## config.mk

```make
export PLATFORM = sky130hd
export DESIGN_NAME = arp_rx_parse_flat
export DESIGN_NICKNAME = d
export VERILOG_FILES = /design/src/rtl/arp_rx_parse_if.sv /design/src/rtl/arp_rx_parse.sv /design/src/flat_wrapper.sv
export SDC_FILE = /design/constraint.sdc
export NUM_CORES = 1
export LEC_CHECK = 0
export ABC_AREA = 1
export CELL_PAD_IN_SITES_DETAIL_PLACEMENT = 1
export CELL_PAD_IN_SITES_GLOBAL_PLACEMENT = 1
export CORE_ASPECT_RATIO = 2
export CORE_UTILIZATION = 36
export DETAILED_ROUTE_END_ITERATION = 8
export PLACE_DENSITY_LB_ADDON = 0.08
export RECOVER_POWER = 50
export SYNTH_ARGS = -nofsm -noshare
export SYNTH_HDL_FRONTEND = slang
export SYNTH_SLANG_ARGS = --single-unit
export TNS_END_PERCENT = 5
```

## constraint.sdc

```tcl
create_clock -name logic_clk -period 2.39 [get_ports logic_clk]
set_clock_uncertainty 0.2 [all_clocks]
set_input_delay 0.239 -clock logic_clk [delete_from_list [all_inputs] [get_ports logic_clk]]
set_output_delay 0.239 -clock logic_clk [all_outputs]
set_load 0.03 [all_outputs]
```

## src/rtl/arp_rx_parse_if.sv

```systemverilog
// Byte-stream input and parsed ARP record output of the ARP receive parser.
// master drives the byte stream and takes the record; slave is the parser.
interface arp_rx_parse_if;
  logic [7:0]  arp_rdata_in;
  logic        arp_rvalid_in;
  logic        arp_rready_out;
  logic        arp_rlast_in;
  logic        arp_rx_valid_out;
  logic        arp_rx_ready_in;
  logic [15:0] arp_rx_opcode_out;
  logic [47:0] arp_rx_smac_out;
  logic [31:0] arp_rx_sip_out;
  logic [15:0] arp_drop_cnt_out;

  modport master (
    output arp_rdata_in, arp_rvalid_in, arp_rlast_in, arp_rx_ready_in,
    input  arp_rready_out, arp_rx_valid_out, arp_rx_opcode_out, arp_rx_smac_out,
           arp_rx_sip_out, arp_drop_cnt_out
  );

  modport slave (
    input  arp_rdata_in, arp_rvalid_in, arp_rlast_in, arp_rx_ready_in,
    output arp_rready_out, arp_rx_valid_out, arp_rx_opcode_out, arp_rx_smac_out,
           arp_rx_sip_out, arp_drop_cnt_out
  );
endinterface

```

## src/rtl/arp_rx_parse.sv

```systemverilog
// ARP receive parser: checks each frame byte-by-byte as it streams in and
// presents OPER/SHA/SPA as a held record for frames addressed to LOCAL_IP.
module arp_rx_parse #(
  parameter logic [31:0] LOCAL_IP  = 32'hC0A8_006E,
  parameter logic [47:0] LOCAL_MAC = 48'hABCD_1234_5678
) (
  input logic           logic_clk,
  input logic           logic_rst,
  arp_rx_parse_if.slave arp
);

  typedef enum logic [1:0] {StIdle, StRecv, StOut, StSkip} state_e;

  state_e      r_state, w_state_nxt;
  logic [4:0]  r_cnt;
  logic        r_bad, r_rst_dly;
  logic [15:0] r_opc_sh;
  logic [47:0] r_sha_sh;
  logic [31:0] r_spa_sh;
  logic [15:0] r_opcode, r_drop;
  logic [47:0] r_smac;
  logic [31:0] r_sip;
  logic        w_rready, w_rx_valid, w_acc, w_byte_ok, w_frame_ok, w_drop;
  logic        w_unused_mac;

  assign w_unused_mac = ^LOCAL_MAC;
  assign w_acc        = arp.arp_rvalid_in && w_rready;

  // Check of the current byte against the fixed field value at its index.
  always_comb begin
    w_byte_ok = 1'b1;
    case (r_cnt)
      5'd0:    w_byte_ok = (arp.arp_rdata_in == 8'h00);
      5'd1:    w_byte_ok = (arp.arp_rdata_in == 8'h01);
      5'd2:    w_byte_ok = (arp.arp_rdata_in == 8'h08);
      5'd3:    w_byte_ok = (arp.arp_rdata_in == 8'h00);
      5'd4:    w_byte_ok = (arp.arp_rdata_in == 8'h06);
      5'd5:    w_byte_ok = (arp.arp_rdata_in == 8'h04);
      5'd6:    w_byte_ok = (arp.arp_rdata_in == 8'h00);
      5'd7:    w_byte_ok = (arp.arp_rdata_in == 8'h01) || (arp.arp_rdata_in == 8'h02);
      5'd24:   w_byte_ok = (arp.arp_rdata_in == LOCAL_IP[31:24]);
      5'd25:   w_byte_ok = (arp.arp_rdata_in == LOCAL_IP[23:16]);
      5'd26:   w_byte_ok = (arp.arp_rdata_in == LOCAL_IP[15:8]);
      5'd27:   w_byte_ok = (arp.arp_rdata_in == LOCAL_IP[7:0]);
      default: w_byte_ok = 1'b1;
    endcase
  end

  // Valid only on byte index >= 27, i.e. at least 28 bytes including this one.
  assign w_frame_ok = (r_cnt >= 5'd27) && !r_bad && w_byte_ok;

  always_ff @(posedge logic_clk) begin
    if (logic_rst) r_state <= StIdle;
    else           r_state <= w_state_nxt;
  end

  always_comb begin
    w_state_nxt = r_state;
    unique case (r_state)
      StIdle: begin
        if (w_acc) begin
          if (r_rst_dly)              w_state_nxt = arp.arp_rlast_in ? StIdle : StSkip;
          else if (!arp.arp_rlast_in) w_state_nxt = StRecv;
        end
      end
      StRecv: begin
        if (w_acc && arp.arp_rlast_in) w_state_nxt = w_frame_ok ? StOut : StIdle;
      end
      StOut: begin
        if (arp.arp_rx_ready_in) w_state_nxt = StIdle;
      end
      StSkip: begin
        if (w_acc && arp.arp_rlast_in) w_state_nxt = StIdle;
      end
    endcase
  end

  always_comb begin
    w_rready   = !logic_rst && (r_state != StOut);
    w_rx_valid = !logic_rst && (r_state == StOut);
    w_drop     = w_acc && arp.arp_rlast_in &&
                 (((r_state == StIdle) && !r_rst_dly) || ((r_state == StRecv) && !w_frame_ok));
  end

  always_ff @(posedge logic_clk) begin
    if (logic_rst) begin
      r_cnt     <= 5'd0;
      r_bad     <= 1'b0;
      r_rst_dly <= 1'b1;
      r_opc_sh  <= 16'h0;
      r_sha_sh  <= 48'h0;
      r_spa_sh  <= 32'h0;
      r_opcode  <= 16'h0;
      r_smac    <= 48'h0;
      r_sip     <= 32'h0;
      r_drop    <= 16'h0;
    end else begin
      r_rst_dly <= 1'b0;
      if (w_state_nxt == StIdle)         r_cnt <= 5'd0;
      else if (w_acc && r_cnt != 5'd28)  r_cnt <= r_cnt + 5'd1;
      if (w_acc) r_bad <= ((r_state == StIdle) ? 1'b0 : r_bad) | !w_byte_ok;
      if (w_acc && r_state != StSkip) begin
        if (r_cnt >= 5'd6 && r_cnt <= 5'd7)   r_opc_sh <= {r_opc_sh[7:0], arp.arp_rdata_in};
        if (r_cnt >= 5'd8 && r_cnt <= 5'd13)  r_sha_sh <= {r_sha_sh[39:0], arp.arp_rdata_in};
        if (r_cnt >= 5'd14 && r_cnt <= 5'd17) r_spa_sh <= {r_spa_sh[23:0], arp.arp_rdata_in};
      end
      // Record is published only when entering OUT so it stays stable while held.
      if (r_state != StOut && w_state_nxt == StOut) begin
        r_opcode <= r_opc_sh;
        r_smac   <= r_sha_sh;
        r_sip    <= r_spa_sh;
      end
      if (w_drop) r_drop <= r_drop + 16'd1;
    end
  end

  assign arp.arp_rready_out    = w_rready;
  assign arp.arp_rx_valid_out  = w_rx_valid;
  assign arp.arp_rx_opcode_out = r_opcode;
  assign arp.arp_rx_smac_out   = r_smac;
  assign arp.arp_rx_sip_out    = r_sip;
  assign arp.arp_drop_cnt_out  = r_drop;

endmodule

```

## src/flat_wrapper.sv

```systemverilog
// flat-port wrapper written by rule: the top's interface ports become plain ports
module arp_rx_parse_flat 
#(
  parameter logic [31:0] LOCAL_IP  = 32'hC0A8_006E,
  parameter logic [47:0] LOCAL_MAC = 48'hABCD_1234_5678
)
  (logic_clk, logic_rst, arp_arp_rdata_in, arp_arp_rvalid_in, arp_arp_rlast_in, arp_arp_rx_ready_in, arp_arp_rready_out, arp_arp_rx_valid_out, arp_arp_rx_opcode_out, arp_arp_rx_smac_out, arp_arp_rx_sip_out, arp_arp_drop_cnt_out);
  arp_rx_parse_if arp_i ();
  input logic logic_clk;
  input logic logic_rst;
  input wire logic [$bits(arp_i.arp_rdata_in)-1:0] arp_arp_rdata_in;
  input wire logic [$bits(arp_i.arp_rvalid_in)-1:0] arp_arp_rvalid_in;
  input wire logic [$bits(arp_i.arp_rlast_in)-1:0] arp_arp_rlast_in;
  input wire logic [$bits(arp_i.arp_rx_ready_in)-1:0] arp_arp_rx_ready_in;
  output wire logic [$bits(arp_i.arp_rready_out)-1:0] arp_arp_rready_out;
  output wire logic [$bits(arp_i.arp_rx_valid_out)-1:0] arp_arp_rx_valid_out;
  output wire logic [$bits(arp_i.arp_rx_opcode_out)-1:0] arp_arp_rx_opcode_out;
  output wire logic [$bits(arp_i.arp_rx_smac_out)-1:0] arp_arp_rx_smac_out;
  output wire logic [$bits(arp_i.arp_rx_sip_out)-1:0] arp_arp_rx_sip_out;
  output wire logic [$bits(arp_i.arp_drop_cnt_out)-1:0] arp_arp_drop_cnt_out;
  assign arp_i.arp_rdata_in = arp_arp_rdata_in;
  assign arp_i.arp_rvalid_in = arp_arp_rvalid_in;
  assign arp_i.arp_rlast_in = arp_arp_rlast_in;
  assign arp_i.arp_rx_ready_in = arp_arp_rx_ready_in;
  assign arp_arp_rready_out = arp_i.arp_rready_out;
  assign arp_arp_rx_valid_out = arp_i.arp_rx_valid_out;
  assign arp_arp_rx_opcode_out = arp_i.arp_rx_opcode_out;
  assign arp_arp_rx_smac_out = arp_i.arp_rx_smac_out;
  assign arp_arp_rx_sip_out = arp_i.arp_rx_sip_out;
  assign arp_arp_drop_cnt_out = arp_i.arp_drop_cnt_out;
  arp_rx_parse #(.LOCAL_IP(LOCAL_IP), .LOCAL_MAC(LOCAL_MAC)) u_core (.logic_clk(logic_clk), .logic_rst(logic_rst), .arp(arp_i));
endmodule
```

==> impl_metrics.ini <==
[placement]
place.detailed.hpwl_um = 17800
place_inst = 1527
place_congestion = 0.891
port_buffers = 126

[die]
placementRows = 79
start_util_pct = 36.9
die_y_um = 221
core_sq_um = 23400
fp.dieArea_sq_um = 24600
die_w_um = 112
pin_count = 127

[pwr]
ir_worst_vdd_mv = 0.425
power_density_nw_per_um2 = 616
power_frac_clock_pct = 45.7
p_int_w = 0.00562
power_frac_comb_pct = 4.6
switching_share_pct = 23.1
power_frac_seq_pct = 49.6
p_sw_w = 0.00169
p_leak_nw = 4.79

[cts]
clock_sinks = 217
clockRootBuffer = clkbuf_16
clk_latency_ns = 0.51
ctsLongestPathBuffers = 3
cts_tree = yes
clk_pin_slew_ns = 0.07
holdBufCountCts = 0
cts_buffers = 21
h-tree-depth = 1

[global_routing]
gr-total-overflow = 0
antenna_found_initial = 0
grt_use_total_pct = 20.6
grt_max_degree = 99
grt_pass1_wl_um = 40500
first_global_vias = 7774

[detailed_routing]
wire_per_inst_um = 16.6
viasPerCell = 4.99
drt-total-wl_um = 26100
antenna_left = 0
dr.pass1.iters = 6
drc = 17
drt_iter0_markers = 334
num_vias = 7861

[critical_path]
critPathCaptureType = register
critPathRequiredTime_ns = 2.62
worstPathArrival_ns = 2.72
critPathLaunchType = register
crit_type = register to register
cp_max_fo = 11

[logic_synthesis]
synth_top_family_by_area = compound AO/OA/AOI/OAI gates
yosysWarnings = 0
synthXorXnorAreaFrac_pct = 2.03
synth_edf_count = 0
async_flop_share_pct = 0
synth_cells = 1105
syn_area_per_cell_sq_um = 7.81
ys_seq_area_share_pct = 50.3
yosysTopAreaCellShare_pct = 50.3
synth_adder_area_share_pct = 0.725
synthTopCellsByCount = dfxtp_1 (217), nor2_1 (176), inv_1 (139)
synth_compound_area_share_pct = 20.9
synth.area.top_cells = dfxtp_1 (50%), nor2_1 (7.7%), a21oi_1 (7.6%), o21ai_0 (6.6%), inv_1 (6.0%)
syn_area_sq_um = 8630
synth_seq_cells = 217
synthSimpleGateAreaFrac_pct = 15.3
synth_cell_types = 31
synth_most_common_cell = dfxtp_1
syn_nets = 1123
yosysTopAreaCell = dfxtp_1
synthMuxAreaShare_pct = 0
ys_dominant_reg_cell = dfxtp_1

[sta]
relSlewSlack_pct = 18.3
max_slew.worst_pin.slew_ns = 1.23
setup_viol = 72
setup_tns_ns = -2.34
layout_setup_ws_ns = -0.0996
max_freq_mhz = 402
rsz0062_at_grt = yes
holdWs_ns = 0.164
finalHoldViolCount = 0
period_minus_slack_ns = 2.49
fin_crit_sh_pct = 104
slew_viol_final = 0

[min_path]
worstHoldPathType = input pin to register

[layout]
areaGrowthSynthToFinish_pct = 37.5
final_nets = 1296
drive_above_1_share_pct = 18.7
final_core_util_pct = 50.7
num_antenna_cells = 0
fin_cells = 1575

[status]
outcome = finished with violations
violations = DRC, setup timing

[job]
cap_violations = 0
-- metrics by stage --
stage	setup WS (ns)	total power [W]	area, sq um
final	-0.0996	0.00731	11900
after global routing	-0.209	0.00754	11900
after CTS	-0.104	0.00738	11500
after detailed placement	-0.239	0.00402	10600
after global placement	-0.201	0.00402	10600
after floorplan	0.151	0.00388	8630
-- power groups by stage --
| stage | registers, W | clock network [W] | logic [W] |
|---|---|---|---|
| finish | 0.00363 | 0.00334 | 0.000338 |
| floorplan | 0.00371 | 0 | 0.000174 |
| global placement | 0.00371 | 0 | 0.000313 |
| CTS | 0.00362 | 0.00342 | 0.000327 |
| detailed placement | 0.00371 | 0 | 0.000315 |
| global route | 0.00362 | 0.00355 | 0.000371 |
-- layer usage --
| layer | GRT usage, % | part of all wire, % | up-vias |
|---|---|---|---|
| met5 | 0 | 0 | - |
| met1 | 20.9 | 37 | 3763 |
| met3 | 2.03 | 2.5 | 39 |
| met2 | 41.9 | 58 | 115 |
| met4 | 7.63 | 2.7 | 0 |
| li1 | - | - | 3944 |
-- state kept, by name (all words and copies together), names as in the netlist --
| signal | count |
|---|---|
| u_core.arp.arp_drop_cnt_out | 16 |
| u_core.r_rst_dly | 1 |
| u_core.r_sha_sh | 48 |
| u_core.arp.arp_rx_sip_out | 32 |
| u_core.arp.arp_rx_smac_out | 48 |
| u_core.r_cnt | 5 |
| u_core.r_state | 2 |
| u_core.r_opc_sh | 16 |
| u_core.arp.arp_rx_opcode_out | 16 |
| u_core.r_spa_sh | 32 |
| u_core.r_bad | 1 |
-- layout by cell type (no fill, tap or decap), types with 6 or more instances in the layout --
cell and count:
a21oi_1 120, o21ai_2 44, clkbuf_16 23, nand2_2 11, nand2_1 46, nand2_4 6
nor3_1 8, buf_6 9, a21oi_2 20, nand4_1 8, dlygate4sd3_1 102, nor2_1 171
buf_4 66, xor2_1 17, nand3_1 34, dfxtp_1 213, o21ai_0 98, o21ai_1 59
clkdlybuf4s50_1 22, inv_1 133, buf_12 13
-- area by class of cell --
cell class / count / area (sq um)
Clock inverter: 9 / 85.1
Timing Repair Buffer: 219 / 2250
Inverter: 142 / 543
Fill cell: 2812 / 11600
Tap cell: 283 / 354
Sequential cell: 217 / 4350
Multi-Input combinational cell: 677 / 3690
Clock buffer: 28 / 592
-- worst max-delay path: stages (launching register included) --
cell and delay, ns:
dfxtp_4 0.38, ha_4 0.18, buf_6 0.11, o211ai_1 0.23
buf_4 0.17, nand3_2 0.09, nor3_2 0.14, nor2_2 0.08
nand2_4 0.08, nand3_4 0.16, buf_12 0.21, buf_16 0.15
buf_4 0.13, a21oi_2 0.11
-- logic make-up (layout without fill, tap and decap cells) --
family          after synthesis  in the layout
flops                       217            217
xor+xnor                     20             20
simple gates                303            303
buf+inv                     211            398
compound gates              349            349
fa+ha+maj                     5              5
-- worst paths after layout --
kind	from	end	slack [ns]	depth (start not counted)
max	u_core.r_cnt[0]$_SDFFE_PP0P_	u_core.arp.arp_rx_smac_out[43]$_SDFFE_PP0P_	-0.1	13
max reg2reg	u_core.r_cnt[0]$_SDFFE_PP0P_	u_core.arp.arp_rx_smac_out[43]$_SDFFE_PP0P_	-0.1	13
min	arp_arp_rvalid_in	u_core.r_bad$_SDFFE_PP0P_	0.16	3
min reg2reg	u_core.arp.arp_rx_smac_out[25]$_SDFFE_PP0P_	u_core.arp.arp_rx_smac_out[25]$_SDFFE_PP0P_	0.24	2
-- what timing repair did --
action,CTS,global route
endpoints found under the hold margin,0,0
cloned,1,4
pin swaps,5,12
resized for setup,47,79
setup endpoints to repair,117,193
setup buffers,2,4
Note: power is estimated with default switching activity, not from simulation.
